===== config.mk =====
export PLATFORM = sky130hd
export DESIGN_NAME = dmem_ctrl
export DESIGN_NICKNAME = d
export VERILOG_FILES = /design/src/rtl/dmem_pkg.sv /design/src/rtl/dmem_ctrl.sv
export SDC_FILE = /design/constraint.sdc
export NUM_CORES = 1
export LEC_CHECK = 0
export BUFFER_PORTS_ARGS = -buffer_cell sky130_fd_sc_hd__buf_2
export CAP_MARGIN = 10
export CORE_MARGIN = 2
export CORE_UTILIZATION = 46
export DETAILED_ROUTE_END_ITERATION = 6
export GPL_TIMING_DRIVEN = 0
export PLACE_DENSITY = 0.87
export RECOVER_POWER = 50
export SLEW_MARGIN = 20
export SYNTH_ARGS = -nofsm -noshare
export SYNTH_HDL_FRONTEND = slang
export SYNTH_SLANG_ARGS = --single-unit

===== constraint.sdc =====
create_clock -name clk -period 1.95 [get_ports clk]
set_input_delay 0.2925 -clock clk [delete_from_list [all_inputs] [get_ports clk]]
set_output_delay 0.2925 -clock clk [all_outputs]
set_load 0.005 [all_outputs]

===== src/rtl/dmem_pkg.sv =====
// Shared definitions for the data-memory controller: FSM encoding and sizing constants.
package dmem_pkg;

    localparam int ADDR_W_DEF = 16;
    localparam int DATA_W_DEF = 32;
    localparam int RD_LAT_MAX = 4;
    localparam int CNT_W      = $clog2(RD_LAT_MAX + 1);

    typedef enum logic [1:0] {
        IDLE  = 2'd0,
        ISSUE = 2'd1,
        WAIT  = 2'd2,
        DONE  = 2'd3
    } state_e;

endpackage


===== src/rtl/dmem_ctrl.sv =====
// Data-memory controller: one SRAM access per MEM-stage request, with a ready
// handshake, registered load data and a sticky error flag.
//
// state | meaning
// IDLE  | waiting for a request; ready follows !req
// ISSUE | drive the SRAM strobe for the latched request
// WAIT  | count down the SRAM read latency, capture data on the last cycle
// DONE  | one-cycle ready pulse back to the MEM stage
module dmem_ctrl
    import dmem_pkg::*;
#(
    parameter int          ADDR_W      = ADDR_W_DEF,
    parameter int          DATA_W      = DATA_W_DEF,
    parameter int unsigned DEPTH_WORDS = 16384,
    parameter int          RD_LAT      = 1
) (
    input  logic              clk,
    input  logic              rst,
    input  logic [ADDR_W-1:0] ext_mem_addr,
    input  logic [DATA_W-1:0] ext_mem_wdata,
    input  logic              ext_mem_write,
    input  logic              ext_mem_read,
    output logic [DATA_W-1:0] ext_mem_rdata,
    output logic              ext_mem_ready,
    output logic              ram_en,
    output logic              ram_we,
    output logic [ADDR_W-1:0] ram_addr,
    output logic [DATA_W-1:0] ram_wdata,
    input  logic [DATA_W-1:0] ram_rdata,
    output logic              err
);

    state_e             state_q, state_d;
    logic [ADDR_W-1:0]  addr_q, addr_d;
    logic [DATA_W-1:0]  wdata_q, wdata_d;
    logic               we_q, we_d;
    logic               oor_q, oor_d;
    logic [CNT_W-1:0]   cnt_q, cnt_d;
    logic [DATA_W-1:0]  rdata_q, rdata_d;
    logic               err_q, err_d;
    logic               ready_c;
    logic               req;
    logic               oor_in;

    assign req    = ext_mem_read | ext_mem_write;
    assign oor_in = 32'(ext_mem_addr) >= DEPTH_WORDS;

    always_ff @(posedge clk or negedge rst) begin
        if (!rst) begin
            state_q <= IDLE;
            addr_q  <= '0;
            wdata_q <= '0;
            we_q    <= 1'b0;
            oor_q   <= 1'b0;
            cnt_q   <= '0;
            rdata_q <= '0;
            err_q   <= 1'b0;
        end else begin
            state_q <= state_d;
            addr_q  <= addr_d;
            wdata_q <= wdata_d;
            we_q    <= we_d;
            oor_q   <= oor_d;
            cnt_q   <= cnt_d;
            rdata_q <= rdata_d;
            err_q   <= err_d;
        end
    end

    always_comb begin
        state_d = state_q;
        addr_d  = addr_q;
        wdata_d = wdata_q;
        we_d    = we_q;
        oor_d   = oor_q;
        cnt_d   = cnt_q;
        rdata_d = rdata_q;
        err_d   = err_q;
        ready_c = 1'b0;
        case (state_q)
            IDLE: begin
                ready_c = !req;
                if (req) begin
                    addr_d  = ext_mem_addr;
                    wdata_d = ext_mem_wdata;
                    we_d    = ext_mem_write;
                    oor_d   = oor_in;
                    if ((ext_mem_read && ext_mem_write) || oor_in) begin
                        err_d = 1'b1;
                    end
                    state_d = ISSUE;
                end
            end
            ISSUE: begin
                if (we_q) begin
                    state_d = DONE;
                end else begin
                    cnt_d   = CNT_W'(RD_LAT);
                    state_d = WAIT;
                end
            end
            WAIT: begin
                cnt_d = cnt_q - 1'b1;
                // Out-of-range loads never touched the SRAM, so return zero.
                if (cnt_q <= CNT_W'(1)) begin
                    rdata_d = oor_q ? '0 : ram_rdata;
                    state_d = DONE;
                end
            end
            DONE: begin
                ready_c = 1'b1;
                state_d = IDLE;
            end
            default: state_d = IDLE;
        endcase
    end

    // Gate with reset so ready reads 0 while reset is held, not !req.
    assign ext_mem_ready = rst & ready_c;
    assign ram_en        = (state_q == ISSUE) & ~oor_q;
    assign ram_we        = ram_en & we_q;
    assign ram_addr      = addr_q;
    assign ram_wdata     = wdata_q;
    assign ext_mem_rdata = rdata_q;
    assign err           = err_q;

endmodule


==> run_summary.xml, run 1 <==
<?xml version="1.0" encoding="UTF-8"?>
<metrics>
  <group name="status">
    <metric name="status" unit="">complete, no violations</metric>
  </group>
  <group name="global_routing">
    <metric name="largest_net_degree_at_the_start_of_global_routing" unit="">55</metric>
    <metric name="grt_pass1_vias" unit="">2858</metric>
    <metric name="grt_pass1_wl" unit="µm">13200</metric>
    <metric name="antenna_found_initial" unit="">0</metric>
    <metric name="grt_usage" unit="%">19.5</metric>
    <metric name="globalRouteOverflowTotal" unit="">0</metric>
  </group>
  <group name="pwr">
    <metric name="power.static_leakage" unit="nW">2.44</metric>
    <metric name="power.total" unit="mW">7.43</metric>
    <metric name="pwr-share-clk" unit="%">17.0</metric>
    <metric name="power.sequential.fraction" unit="%">41.9</metric>
    <metric name="p_sw_share" unit="%">33.6</metric>
    <metric name="vdd_ir_drop_max" unit="mV">0.666</metric>
    <metric name="net_switching_power_of_the_design" unit="mW">2.50</metric>
    <metric name="internal_power_contribution" unit="mW">4.93</metric>
    <metric name="power_frac_comb" unit="%">41.1</metric>
    <metric name="power_density_of_the_placed_cells" unit="mW/mm²">1540</metric>
  </group>
  <group name="clocking">
    <metric name="htree_levels" unit="">3</metric>
    <metric name="cts_post_setup_buffers_inserted" unit="">0</metric>
    <metric name="cts_tree" unit="">done</metric>
    <metric name="clock_path_buffers" unit="">2</metric>
    <metric name="clkSinkCount" unit="">88</metric>
    <metric name="cts.reportedPaths.clkPinSlew" unit="ns">0.09</metric>
    <metric name="cts_made_buffers" unit="">9</metric>
    <metric name="insertion_delay" unit="ns">0.34</metric>
    <metric name="root_buffer" unit="">clkbuf_8</metric>
  </group>
  <group name="die">
    <metric name="fp.dieArea" unit="mm²">0.00853</metric>
    <metric name="num_io_pins" unit="">168</metric>
    <metric name="die_height" unit="µm">92.4</metric>
    <metric name="placeableCoreArea" unit="mm²">0.00765</metric>
    <metric name="row_count" unit="">32</metric>
    <metric name="fp.dieW" unit="µm">92.4</metric>
    <metric name="effective_utilization_at_floorplan" unit="%">47.0</metric>
  </group>
  <group name="routing">
    <metric name="routedWlPerCell" unit="µm">13.9</metric>
    <metric name="routed_wirelength" unit="µm">8060</metric>
    <metric name="ant_nets" unit="">0</metric>
    <metric name="detail_route.first_pass.iterations" unit="">4</metric>
    <metric name="drc" unit="">0</metric>
    <metric name="drt_via_density" unit="">4.83</metric>
    <metric name="num_vias" unit="">2799</metric>
    <metric name="drtIter0Drc" unit="">78</metric>
  </group>
  <group name="synth">
    <metric name="synth_area_leader_cell" unit="">dfrtp_1</metric>
    <metric name="post_synth_instance_area" unit="mm²">0.00359</metric>
    <metric name="synth_largest_type_area_fraction" unit="%">61.3</metric>
    <metric name="syn-num-nets" unit="">384</metric>
    <metric name="ys_seq_elements" unit="">88</metric>
    <metric name="synth_area_leaders" unit="">dfrtp_1 61%, mux2_2 15%, nand2b_1 5.7%</metric>
    <metric name="synth_cells" unit="">293</metric>
    <metric name="ys_warn_count" unit="">0</metric>
    <metric name="count_of_distinct_cell_types_in_the_synthesized_netlist" unit="">21</metric>
    <metric name="synth_area_per_cell" unit="µm²">12.3</metric>
    <metric name="synth_sequential_area_ratio" unit="%">61.3</metric>
  </group>
  <group name="worst_setup_path">
    <metric name="r2r_cells" unit="">6</metric>
    <metric name="critical-path-slowest-cell" unit="">dlygate4sd3_1</metric>
    <metric name="start_kind" unit="">input pin</metric>
    <metric name="worst-path-max-fanout" unit="">36</metric>
    <metric name="timing.critical_path.required" unit="ns">1.66</metric>
    <metric name="path_cells" unit="">dlygate4sd3_1 &gt; buf_6 &gt; nor3b_1 &gt; buf_2</metric>
    <metric name="critPathCaptureType" unit="">output pin</metric>
    <metric name="critical_path_class" unit="">input pin to output pin</metric>
    <metric name="max_stage_delay" unit="ns">0.56</metric>
    <metric name="cp.arrival" unit="ns">1.55</metric>
  </group>
  <group name="sta">
    <metric name="fin_worst_hold_slack" unit="ns">0.173</metric>
    <metric name="timing.fmax" unit="MHz">544</metric>
    <metric name="min_period_over_period" unit="%">94.3</metric>
    <metric name="period_minus_ws_final" unit="ns">1.84</metric>
    <metric name="report.final.hold_viol_count" unit="">0</metric>
    <metric name="worst_slew_margin_rel" unit="%">72.8</metric>
    <metric name="grt_setup_unrepaired" unit="">yes</metric>
    <metric name="max_slew.worst_pin.slew" unit="ns">0.408</metric>
    <metric name="setup_tns" unit="ns">0</metric>
    <metric name="slew_viol_final" unit="">0</metric>
    <metric name="finalSetupViolCount" unit="">0</metric>
    <metric name="final_clock_skew" unit="ns">0.0116</metric>
  </group>
  <group name="worst_hold_path">
    <metric name="worstHoldPathType" unit="">input pin to register</metric>
    <metric name="min_delay_path_depth" unit="">2</metric>
  </group>
  <group name="job">
    <metric name="max_cap_viol_count" unit="">0</metric>
  </group>
  <group name="finish">
    <metric name="fraction_of_layout_cells_with_a_size_suffix_above_1" unit="%">51.9</metric>
    <metric name="number_of_nets_in_the_layout" unit="">564</metric>
    <metric name="final_area" unit="mm²">0.00482</metric>
    <metric name="insertedDiodeCount" unit="">0</metric>
    <metric name="synthToLayoutAreaGrowth" unit="%">34.3</metric>
  </group>
  <group name="place">
    <metric name="dpl.hpwl" unit="µm">6180</metric>
    <metric name="gp_routability_congestion" unit="">0.763</metric>
    <metric name="dpl_cell_area" unit="mm²">0.00459</metric>
    <metric name="port_buffers" unit="">167</metric>
  </group>
</metrics>
cell usage after synthesis:
master	count
a21o_1	1
a21oi_1	3
a22o_1	1
a32oi_2	1
and2_1	1
and4b_1	1
buf_2	8
clkbuf_1	6
dfrtp_1	88
ha_1	7
inv_1	4
mux2_2	49
nand2_1	42
nand2b_1	33
nor2_1	3
nor2b_1	2
nor3b_1	1
o21ai_0	38
o21ai_1	2
o21ai_2	1
or3_1	1
layer usage:
layer	track usage, %	share of wire [%]
met5	0	0
met4	7.46	2.1
met3	5.86	7.1
met2	33.3	51
met1	23.1	40
power groups by stage:
stage	Clock (mW)	Sequential (mW)	Combinational [mW]
2_1_floorplan	0	3.18	1.66
3_3_place_gp	0	3.09	2.91
3_5_place_dp	0	3.14	3.05
4_1_cts	1.30	3.11	3.07
5_1_grt	1.40	3.22	3.40
6_report	1.26	3.11	3.06
worst max-delay path: cells and delay by family:
family,cells,cell delay (ns)
and+or+nand+nor,1,0.22
buffers and inverters,3,1.02
area by class of cell:
| class | count | area [µm²] |
|---|---|---|
| Timing Repair Buffer | 169 | 880 |
| Clock inverter | 6 | 68.8 |
| Fill cell | 626 | 2820 |
| Buffer | 14 | 63.8 |
| Multi-Input combinational cell | 187 | 1330 |
| Inverter | 4 | 15.0 |
| Sequential cell | 88 | 2200 |
| Tap cell | 102 | 128 |
| Clock buffer | 10 | 138 |
stage by stage:
| step | std cells | worst slack [ns] | util (%) |
|---|---|---|---|
| 6_report | 580 | 0.111 | 63.1 |
| 5_1_grt | 580 | -0.0463 | 63.1 |
| 4_1_cts | 580 | 0.0160 | 62.9 |
| 3_5_place_dp | 563 | -0.0138 | 60.0 |
| 3_3_place_gp | 562 | -0.527 | 59.6 |
| 2_1_floorplan | 293 | 0.358 | - |
sequential cells by signal (all words and copies together), names as in the netlist:
name / cells
ram_addr: 16
oor_q: 1
state_q: 2
cnt_q: 3
err: 1
we_q: 1
ram_wdata: 32
ext_mem_rdata: 32
final timing paths:
path                                            endpoint  slack [ns]                    from
min reg2reg                              err$_DFFE_PN0P_        0.47         err$_DFFE_PN0P_
max in group asynchronous   ext_mem_rdata[0]$_DFFE_PN0P_        0.97                     rst
min                              ram_addr[9]$_DFFE_PN0P_        0.17         ext_mem_addr[9]
min in group asynchronous      ram_wdata[20]$_DFFE_PN0P_        0.42                     rst
max reg2reg                ext_mem_rdata[17]$_DFFE_PN0P_        0.21  state_q[0]$_DFFE_PN0P_
max                                        ext_mem_ready        0.11                     rst
cell usage in the layout, fill, tap and decap left out, drive strengths merged:
cell and count:
a21o 1, a21oi 3, a22o 1, a32oi 1, and2 1, and4b 1, buf 176, bufinv 1
clkbuf 16, clkinv 1, clkinvlp 4, dfrtp 88, dlygate4sd3 1, ha 7, inv 4, mux2 49
nand2 42, nand2b 33, nor2 3, nor2b 2, nor3b 1, o21ai 41, or3 1
what timing repair did:
action | 4_1_cts | 5_1_grt
resized for setup | 1 | 7
setup endpoints to repair | 33 | 9
hold endpoints to repair | 34 | 0
hold buffers | 1 | 0
kinds of logic after synthesis:
kind of cell | after synthesis | share of synthesized area [%]
AOI/OAI and AO/OA | 47 | 7.14
adders and majority gates | 7 | 2.44
buffers and inverters | 18 | 2.16
DFF | 88 | 61.3
muxes | 49 | 15.4
and+or+nand+nor | 84 | 11.6
Power figures use the tool's default switching activity.
==> run 2, diff against run 1 <==
--- a/config.mk
+++ b/config.mk
@@ -5,14 +5,13 @@
 export SDC_FILE = /design/constraint.sdc
 export NUM_CORES = 1
 export LEC_CHECK = 0
-export BUFFER_PORTS_ARGS = -buffer_cell sky130_fd_sc_hd__buf_2
+export BUFFER_PORTS_ARGS = -buffer_cell sky130_fd_sc_hd__buf_4
 export CAP_MARGIN = 10
 export CORE_MARGIN = 2
 export CORE_UTILIZATION = 46
 export DETAILED_ROUTE_END_ITERATION = 6
 export GPL_TIMING_DRIVEN = 0
 export PLACE_DENSITY = 0.87
-export RECOVER_POWER = 50
 export SLEW_MARGIN = 20
 export SYNTH_ARGS = -nofsm -noshare
 export SYNTH_HDL_FRONTEND = slang
==> run_summary.xml, run 2 (synthesis gave the netlist of run 1 again) <==
<?xml version="1.0" encoding="UTF-8"?>
<metrics>
  <group name="finish">
    <metric name="insertedDiodeCount" unit="">0</metric>
    <metric name="utilization" unit="%">68.6</metric>
    <metric name="leading_cell_type_in_the_layout_fill_and_taps_excluded" unit="">buf_4</metric>
    <metric name="number_of_nets_in_the_layout" unit="">562</metric>
    <metric name="synthToLayoutAreaGrowth" unit="%">46.0</metric>
    <metric name="final_cell_mix" unit="">166 x buf_4, 88 x dfrtp_1, 49 x mux2_2, 42 x nand2_1, 38 x o21ai_0</metric>
    <metric name="fillerInstances" unit="">566</metric>
    <metric name="final_area" unit="mm²">0.00525</metric>
    <metric name="fraction_of_layout_cells_with_a_size_suffix_above_1" unit="%">51.6</metric>
  </group>
  <group name="die">
    <metric name="effective_utilization_at_floorplan" unit="%">47.0</metric>
    <metric name="fp.dieW" unit="µm">92.4</metric>
    <metric name="num_io_pins" unit="">168</metric>
    <metric name="row_count" unit="">32</metric>
    <metric name="placeableCoreArea" unit="mm²">0.00765</metric>
    <metric name="fp.dieArea" unit="mm²">0.00853</metric>
    <metric name="die_height" unit="µm">92.4</metric>
  </group>
  <group name="global_routing">
    <metric name="grt_pass1_wl" unit="µm">13300</metric>
    <metric name="antenna_found_initial" unit="">0</metric>
    <metric name="grt_usage" unit="%">19.8</metric>
    <metric name="globalRouteOverflowTotal" unit="">0</metric>
    <metric name="largest_net_degree_at_the_start_of_global_routing" unit="">90</metric>
    <metric name="grt_pass1_vias" unit="">2908</metric>
  </group>
  <group name="status">
    <metric name="status" unit="">finished with violations</metric>
    <metric name="violations" unit="">hold timing</metric>
  </group>
  <group name="pwr">
    <metric name="vdd_ir_drop_max" unit="mV">0.799</metric>
    <metric name="power.sequential.fraction" unit="%">38.4</metric>
    <metric name="power_frac_comb" unit="%">42.3</metric>
    <metric name="p_sw_share" unit="%">30.8</metric>
    <metric name="power.static_leakage" unit="nW">2.58</metric>
    <metric name="net_switching_power_of_the_design" unit="mW">2.53</metric>
    <metric name="internal_power_contribution" unit="mW">5.69</metric>
    <metric name="pwr-share-clk" unit="%">19.3</metric>
    <metric name="power_density_of_the_placed_cells" unit="mW/mm²">1570</metric>
    <metric name="power.total" unit="mW">8.22</metric>
  </group>
  <group name="routing">
    <metric name="drc" unit="">0</metric>
    <metric name="routed_wirelength" unit="µm">8520</metric>
    <metric name="num_vias" unit="">2869</metric>
    <metric name="drt_via_density" unit="">4.97</metric>
    <metric name="drtIter0Drc" unit="">85</metric>
    <metric name="ant_nets" unit="">0</metric>
    <metric name="detail_route.first_pass.iterations" unit="">4</metric>
    <metric name="routedWlPerCell" unit="µm">14.8</metric>
  </group>
  <group name="place">
    <metric name="port_buffers" unit="">167</metric>
    <metric name="gp_routability_congestion" unit="">0.789</metric>
    <metric name="dpl.hpwl" unit="µm">6350</metric>
    <metric name="dpl_cell_area" unit="mm²">0.00497</metric>
  </group>
  <group name="sta">
    <metric name="fin_worst_hold_slack" unit="ns">-0.0135</metric>
    <metric name="slew_viol_final" unit="">0</metric>
    <metric name="period_minus_ws_final" unit="ns">1.84</metric>
    <metric name="final_clock_skew" unit="ns">0.00784</metric>
    <metric name="report.final.hold_viol_count" unit="">14</metric>
    <metric name="worst_slew_margin_rel" unit="%">47.7</metric>
    <metric name="setup_tns" unit="ns">0</metric>
    <metric name="finalSetupViolCount" unit="">0</metric>
    <metric name="max_slew.worst_pin.slew" unit="ns">0.785</metric>
    <metric name="min_period_over_period" unit="%">94.5</metric>
    <metric name="timing.fmax" unit="MHz">543</metric>
  </group>
  <group name="worst_setup_path">
    <metric name="max_stage_delay" unit="ns">0.42</metric>
    <metric name="critical_path.n_buffers_inverters" unit="">2</metric>
    <metric name="path_cells" unit="">inv_1 &gt; ha_2 &gt; a21oi_1 &gt; nor3b_2 &gt; buf_4</metric>
    <metric name="worst-path-max-fanout" unit="">5</metric>
    <metric name="critical-path-top-delay-family" unit="">flip-flops</metric>
    <metric name="critical-path-slowest-cell" unit="">dfrtp_1</metric>
    <metric name="critPathCaptureType" unit="">output pin</metric>
    <metric name="cp.arrival" unit="ns">1.55</metric>
    <metric name="timing.critical_path.required" unit="ns">1.66</metric>
    <metric name="start_kind" unit="">register</metric>
    <metric name="critical_path_class" unit="">register to output pin</metric>
  </group>
  <group name="clocking">
    <metric name="insertion_delay" unit="ns">0.34</metric>
    <metric name="cts.reportedPaths.clkPinSlew" unit="ns">0.09</metric>
    <metric name="clock_path_buffers" unit="">2</metric>
    <metric name="clkSinkCount" unit="">88</metric>
    <metric name="root_buffer" unit="">clkbuf_8</metric>
    <metric name="cts_made_buffers" unit="">9</metric>
    <metric name="htree_levels" unit="">3</metric>
    <metric name="cts_hold_buf" unit="">0</metric>
    <metric name="cts_post_setup_buffers_inserted" unit="">0</metric>
    <metric name="cts_tree" unit="">done</metric>
  </group>
  <group name="worst_hold_path">
    <metric name="worstHoldPathType" unit="">input pin to asynchronous set/reset pin</metric>
  </group>
  <group name="job">
    <metric name="max_cap_viol_count" unit="">0</metric>
  </group>
</metrics>
[run 2: changes by cell type in the layout (fill, tap and decap cells not counted), moves of 2 or more]
cell        previous run  this run
buf_2                174         8
bufinv_16              1         4
buf_4                  0       166
clkinvlp_4             4         1
inv_1                  2         4
inv_2                  2         0
[run 2: cell type report]
cell class / count / area (µm²) / share of cell area (%)
Buffer: 14 / 63.8 / 1.22
Sequential cell: 88 / 2200 / 42.0
Timing Repair Buffer: 167 / 1260 / 24.0
Clock buffer: 9 / 124 / 2.36
Clock inverter: 6 / 133 / 2.53
Tap cell: 102 / 128 / 2.43
Multi-Input combinational cell: 187 / 1330 / 25.3
Inverter: 4 / 15.0 / 0.286
[run 2: power by group through the flow]
stage	registers [mW]	logic [mW]	clock network (mW)
6_report	3.16	3.48	1.59
5_1_grt	3.26	3.83	1.69
4_1_cts	3.16	3.51	1.63
3_5_place_dp	3.20	3.49	0
3_3_place_gp	3.13	3.37	0
2_1_floorplan	3.18	1.66	0
[run 2: final timing paths]
kind | startpoint | endpoint | slack [ns] | cells after the start
max in group asynchronous | rst | ram_wdata[5]$_DFFE_PN0P_ | 1.41 | 1
setup / recovery | state_q[0]$_DFFE_PN0P_ | ext_mem_ready | 0.11 | 5
min in group clk | ext_mem_wdata[23] | ram_wdata[23]$_DFFE_PN0P_ | 0.17 | 2
setup reg to reg | state_q[0]$_DFFE_PN0P_ | ext_mem_rdata[18]$_DFFE_PN0P_ | 0.22 | 6
hold / removal | rst | ram_wdata[23]$_DFFE_PN0P_ | -0.01 | 1
hold reg to reg | err$_DFFE_PN0P_ | err$_DFFE_PN0P_ | 0.47 | 1
[run 2: metrics by stage]
stage	setup slack (ns)	cells
floorplan	0.358	293
global placement	0.0302	562
detailed placement	-0.0141	562
CTS	0.00357	577
global route	-0.00589	577
finish	0.107	577
[run 2: per-layer routing]
metal | global-route usage [%] | wire length [µm]
met1 | 23.8 | 3390
met2 | 33.7 | 4300
met3 | 4.96 | 628
met4 | 8.46 | 206
met5 | 0 | 0
[run 2: repair_timing]
action	4_1_cts	5_1_grt
setup endpoints to repair	40	6
hold endpoints to repair	0	0
resized for setup	1	4
==> run 3, diff against run 2 <==
--- a/config.mk
+++ b/config.mk
@@ -8,7 +8,7 @@
 export BUFFER_PORTS_ARGS = -buffer_cell sky130_fd_sc_hd__buf_4
 export CAP_MARGIN = 10
 export CORE_MARGIN = 2
-export CORE_UTILIZATION = 46
+export CORE_UTILIZATION = 45
 export DETAILED_ROUTE_END_ITERATION = 6
 export GPL_TIMING_DRIVEN = 0
 export PLACE_DENSITY = 0.87
==> run_summary.xml, run 3 (synthesis gave the netlist of run 1 again) <==
<?xml version="1.0" encoding="UTF-8"?>
<metrics>
  <group name="finish">
    <metric name="fraction_of_layout_cells_with_a_size_suffix_above_1" unit="%">52.3</metric>
    <metric name="leading_cell_type_in_the_layout_fill_and_taps_excluded" unit="">buf_4</metric>
    <metric name="insertedDiodeCount" unit="">0</metric>
    <metric name="synthToLayoutAreaGrowth" unit="%">45.1</metric>
    <metric name="final_area" unit="mm²">0.00521</metric>
    <metric name="utilization" unit="%">67.5</metric>
    <metric name="final_cell_mix" unit="">166 x buf_4, 88 x dfrtp_1, 49 x mux2_2, 42 x nand2_1, 38 x o21ai_0</metric>
    <metric name="number_of_nets_in_the_layout" unit="">562</metric>
  </group>
  <group name="clocking">
    <metric name="clkSinkCount" unit="">88</metric>
    <metric name="cts.reportedPaths.clkPinSlew" unit="ns">0.09</metric>
    <metric name="cts_post_setup_buffers_inserted" unit="">0</metric>
    <metric name="root_buffer" unit="">clkbuf_8</metric>
    <metric name="htree_levels" unit="">3</metric>
    <metric name="cts_hold_buf" unit="">0</metric>
    <metric name="cts_made_buffers" unit="">9</metric>
    <metric name="cts_tree" unit="">done</metric>
    <metric name="insertion_delay" unit="ns">0.35</metric>
    <metric name="clock_path_buffers" unit="">2</metric>
  </group>
  <group name="routing">
    <metric name="num_vias" unit="">2839</metric>
    <metric name="routedWlPerCell" unit="µm">14.9</metric>
    <metric name="detail_route.first_pass.iterations" unit="">4</metric>
    <metric name="drt_via_density" unit="">4.91</metric>
    <metric name="routed_wirelength" unit="µm">8590</metric>
    <metric name="drc" unit="">0</metric>
    <metric name="routed-wl-met3" unit="µm">706</metric>
    <metric name="routedLengthMet1" unit="µm">3330</metric>
    <metric name="ant_nets" unit="">0</metric>
    <metric name="drtIter0Drc" unit="">77</metric>
    <metric name="wl_met2" unit="µm">4430</metric>
    <metric name="top_sig_layer" unit="">met4</metric>
  </group>
  <group name="die">
    <metric name="effective_utilization_at_floorplan" unit="%">46.5</metric>
    <metric name="fp.dieW" unit="µm">93.4</metric>
    <metric name="placeableCoreArea" unit="mm²">0.00773</metric>
    <metric name="fp.dieArea" unit="mm²">0.00872</metric>
    <metric name="die_height" unit="µm">93.4</metric>
    <metric name="row_count" unit="">32</metric>
    <metric name="num_io_pins" unit="">168</metric>
  </group>
  <group name="status">
    <metric name="violations" unit="">hold timing</metric>
    <metric name="status" unit="">finished with violations</metric>
  </group>
  <group name="worst_setup_path">
    <metric name="cp.arrival" unit="ns">1.53</metric>
    <metric name="critical_path.n_buffers_inverters" unit="">2</metric>
    <metric name="critical-path-slowest-cell" unit="">dfrtp_1</metric>
    <metric name="timing.critical_path.required" unit="ns">1.66</metric>
    <metric name="max_stage_delay" unit="ns">0.42</metric>
    <metric name="critical_path_class" unit="">register to output pin</metric>
    <metric name="critPathCaptureType" unit="">output pin</metric>
    <metric name="start_kind" unit="">register</metric>
    <metric name="worst-path-max-fanout" unit="">4</metric>
    <metric name="critical-path-top-delay-family" unit="">flip-flops</metric>
    <metric name="path_cells" unit="">inv_2 &gt; ha_1 &gt; nor2b_2 &gt; and2_1 &gt; buf_4</metric>
  </group>
  <group name="sta">
    <metric name="fin_worst_hold_slack" unit="ns">-0.0347</metric>
    <metric name="setup_tns" unit="ns">0</metric>
    <metric name="min_period_over_period" unit="%">93.7</metric>
    <metric name="crit_path_setup_slack_layout" unit="ns">0.123</metric>
    <metric name="final_clock_skew" unit="ns">0.0115</metric>
    <metric name="worst_slew_margin_rel" unit="%">46.2</metric>
    <metric name="grt_setup_unrepaired" unit="">no</metric>
    <metric name="timing.fmax" unit="MHz">547</metric>
    <metric name="period_minus_ws_final" unit="ns">1.83</metric>
    <metric name="finalSetupViolCount" unit="">0</metric>
    <metric name="max_slew.worst_pin.slew" unit="ns">0.806</metric>
    <metric name="slew_viol_final" unit="">0</metric>
    <metric name="report.final.hold_viol_count" unit="">14</metric>
  </group>
  <group name="pwr">
    <metric name="power_density_of_the_placed_cells" unit="mW/mm²">1530</metric>
    <metric name="power.static_leakage" unit="nW">2.56</metric>
    <metric name="vdd_ir_drop_max" unit="mV">0.876</metric>
  </group>
  <group name="global_routing">
    <metric name="globalRouteOverflowTotal" unit="">0</metric>
    <metric name="grt_pass1_vias" unit="">2943</metric>
    <metric name="antenna_found_initial" unit="">0</metric>
    <metric name="largest_net_degree_at_the_start_of_global_routing" unit="">90</metric>
    <metric name="grt_usage" unit="%">20.2</metric>
    <metric name="grt_pass1_wl" unit="µm">13700</metric>
  </group>
  <group name="worst_hold_path">
    <metric name="worstHoldPathType" unit="">input pin to asynchronous set/reset pin</metric>
  </group>
  <group name="place">
    <metric name="pre_cts_slack" unit="ns">-0.0221</metric>
    <metric name="gp_routability_congestion" unit="">0.783</metric>
    <metric name="dpl.hpwl" unit="µm">6470</metric>
    <metric name="dpl_cell_area" unit="mm²">0.00497</metric>
    <metric name="port_buffers" unit="">167</metric>
  </group>
  <group name="job">
    <metric name="max_cap_viol_count" unit="">0</metric>
  </group>
</metrics>
run 3: changes by cell type in the layout (fill, tap and decap cells not counted), moves of 2 or more:
cell,previous run,this run
inv_2,0,2
inv_1,4,2
bufinv_16,4,1
inv_6,0,2
clkbuf_8,9,11
run 3: metal layers:
layer	up-vias	track usage, %
li1	1339	-
met1	1377	24.6
met2	112	34.2
met3	11	6.20
met4	0	6.37
met5	-	0
run 3: worst register-to-register path, stage by stage, from the launching register on:
cell	delay, ns
dfrtp_1	0.43
inv_2	0.09
ha_1	0.27
nor2b_1	0.16
o21ai_2	0.15
clkbuf_1	0.34
o21ai_0	0.16
run 3: repair_timing:
| item | in CTS | in global routing |
|---|---|---|
| endpoints found under the hold margin | 0 | 0 |
| gates resized for setup | 2 | 8 |
| pin swaps | 0 | 0 |
| endpoints found under the setup margin | 48 | 22 |
run 3: final timing paths:
check / start / to / slack [ns] / cells after the start
max: state_q[1]$_DFFE_PN0P_ / ram_we / 0.12 / 5
min in group clk: ext_mem_addr[10] / ram_addr[10]$_DFFE_PN0P_ / 0.17 / 2
max reg2reg: state_q[0]$_DFFE_PN0P_ / ext_mem_rdata[20]$_DFFE_PN0P_ / 0.20 / 6
min: rst / ext_mem_rdata[9]$_DFFE_PN0P_ / -0.03 / 1
min reg2reg: err$_DFFE_PN0P_ / err$_DFFE_PN0P_ / 0.48 / 1
max in group asynchronous: rst / ext_mem_rdata[27]$_DFFE_PN0P_ / 1.39 / 1
run 3: final cells by class:
type                    count  area [µm²]
clock inverters             5        62.6
multi-input cells         187        1330
fillers                   593        2510
well taps                 102         128
plain buffers              14        65.1
clock buffers              11         151
inverters                   4        15.0
repair buffers            167        1260
flip-flops and latches     88        2200
run 3: report_power, final:
group          switching, mW  total, mW  leakage, nW  internal (mW)
clock                  0.650       1.32        0.103          0.672
combinational           1.43       3.50         1.39           2.07
sequential             0.486       3.15         1.07           2.67
run 3: stage by stage:
step	total power, mW	cells
finish	7.98	578
global route	8.59	578
CTS	8.03	578
detailed placement	6.70	562
global placement	6.51	562
floorplan	4.84	293
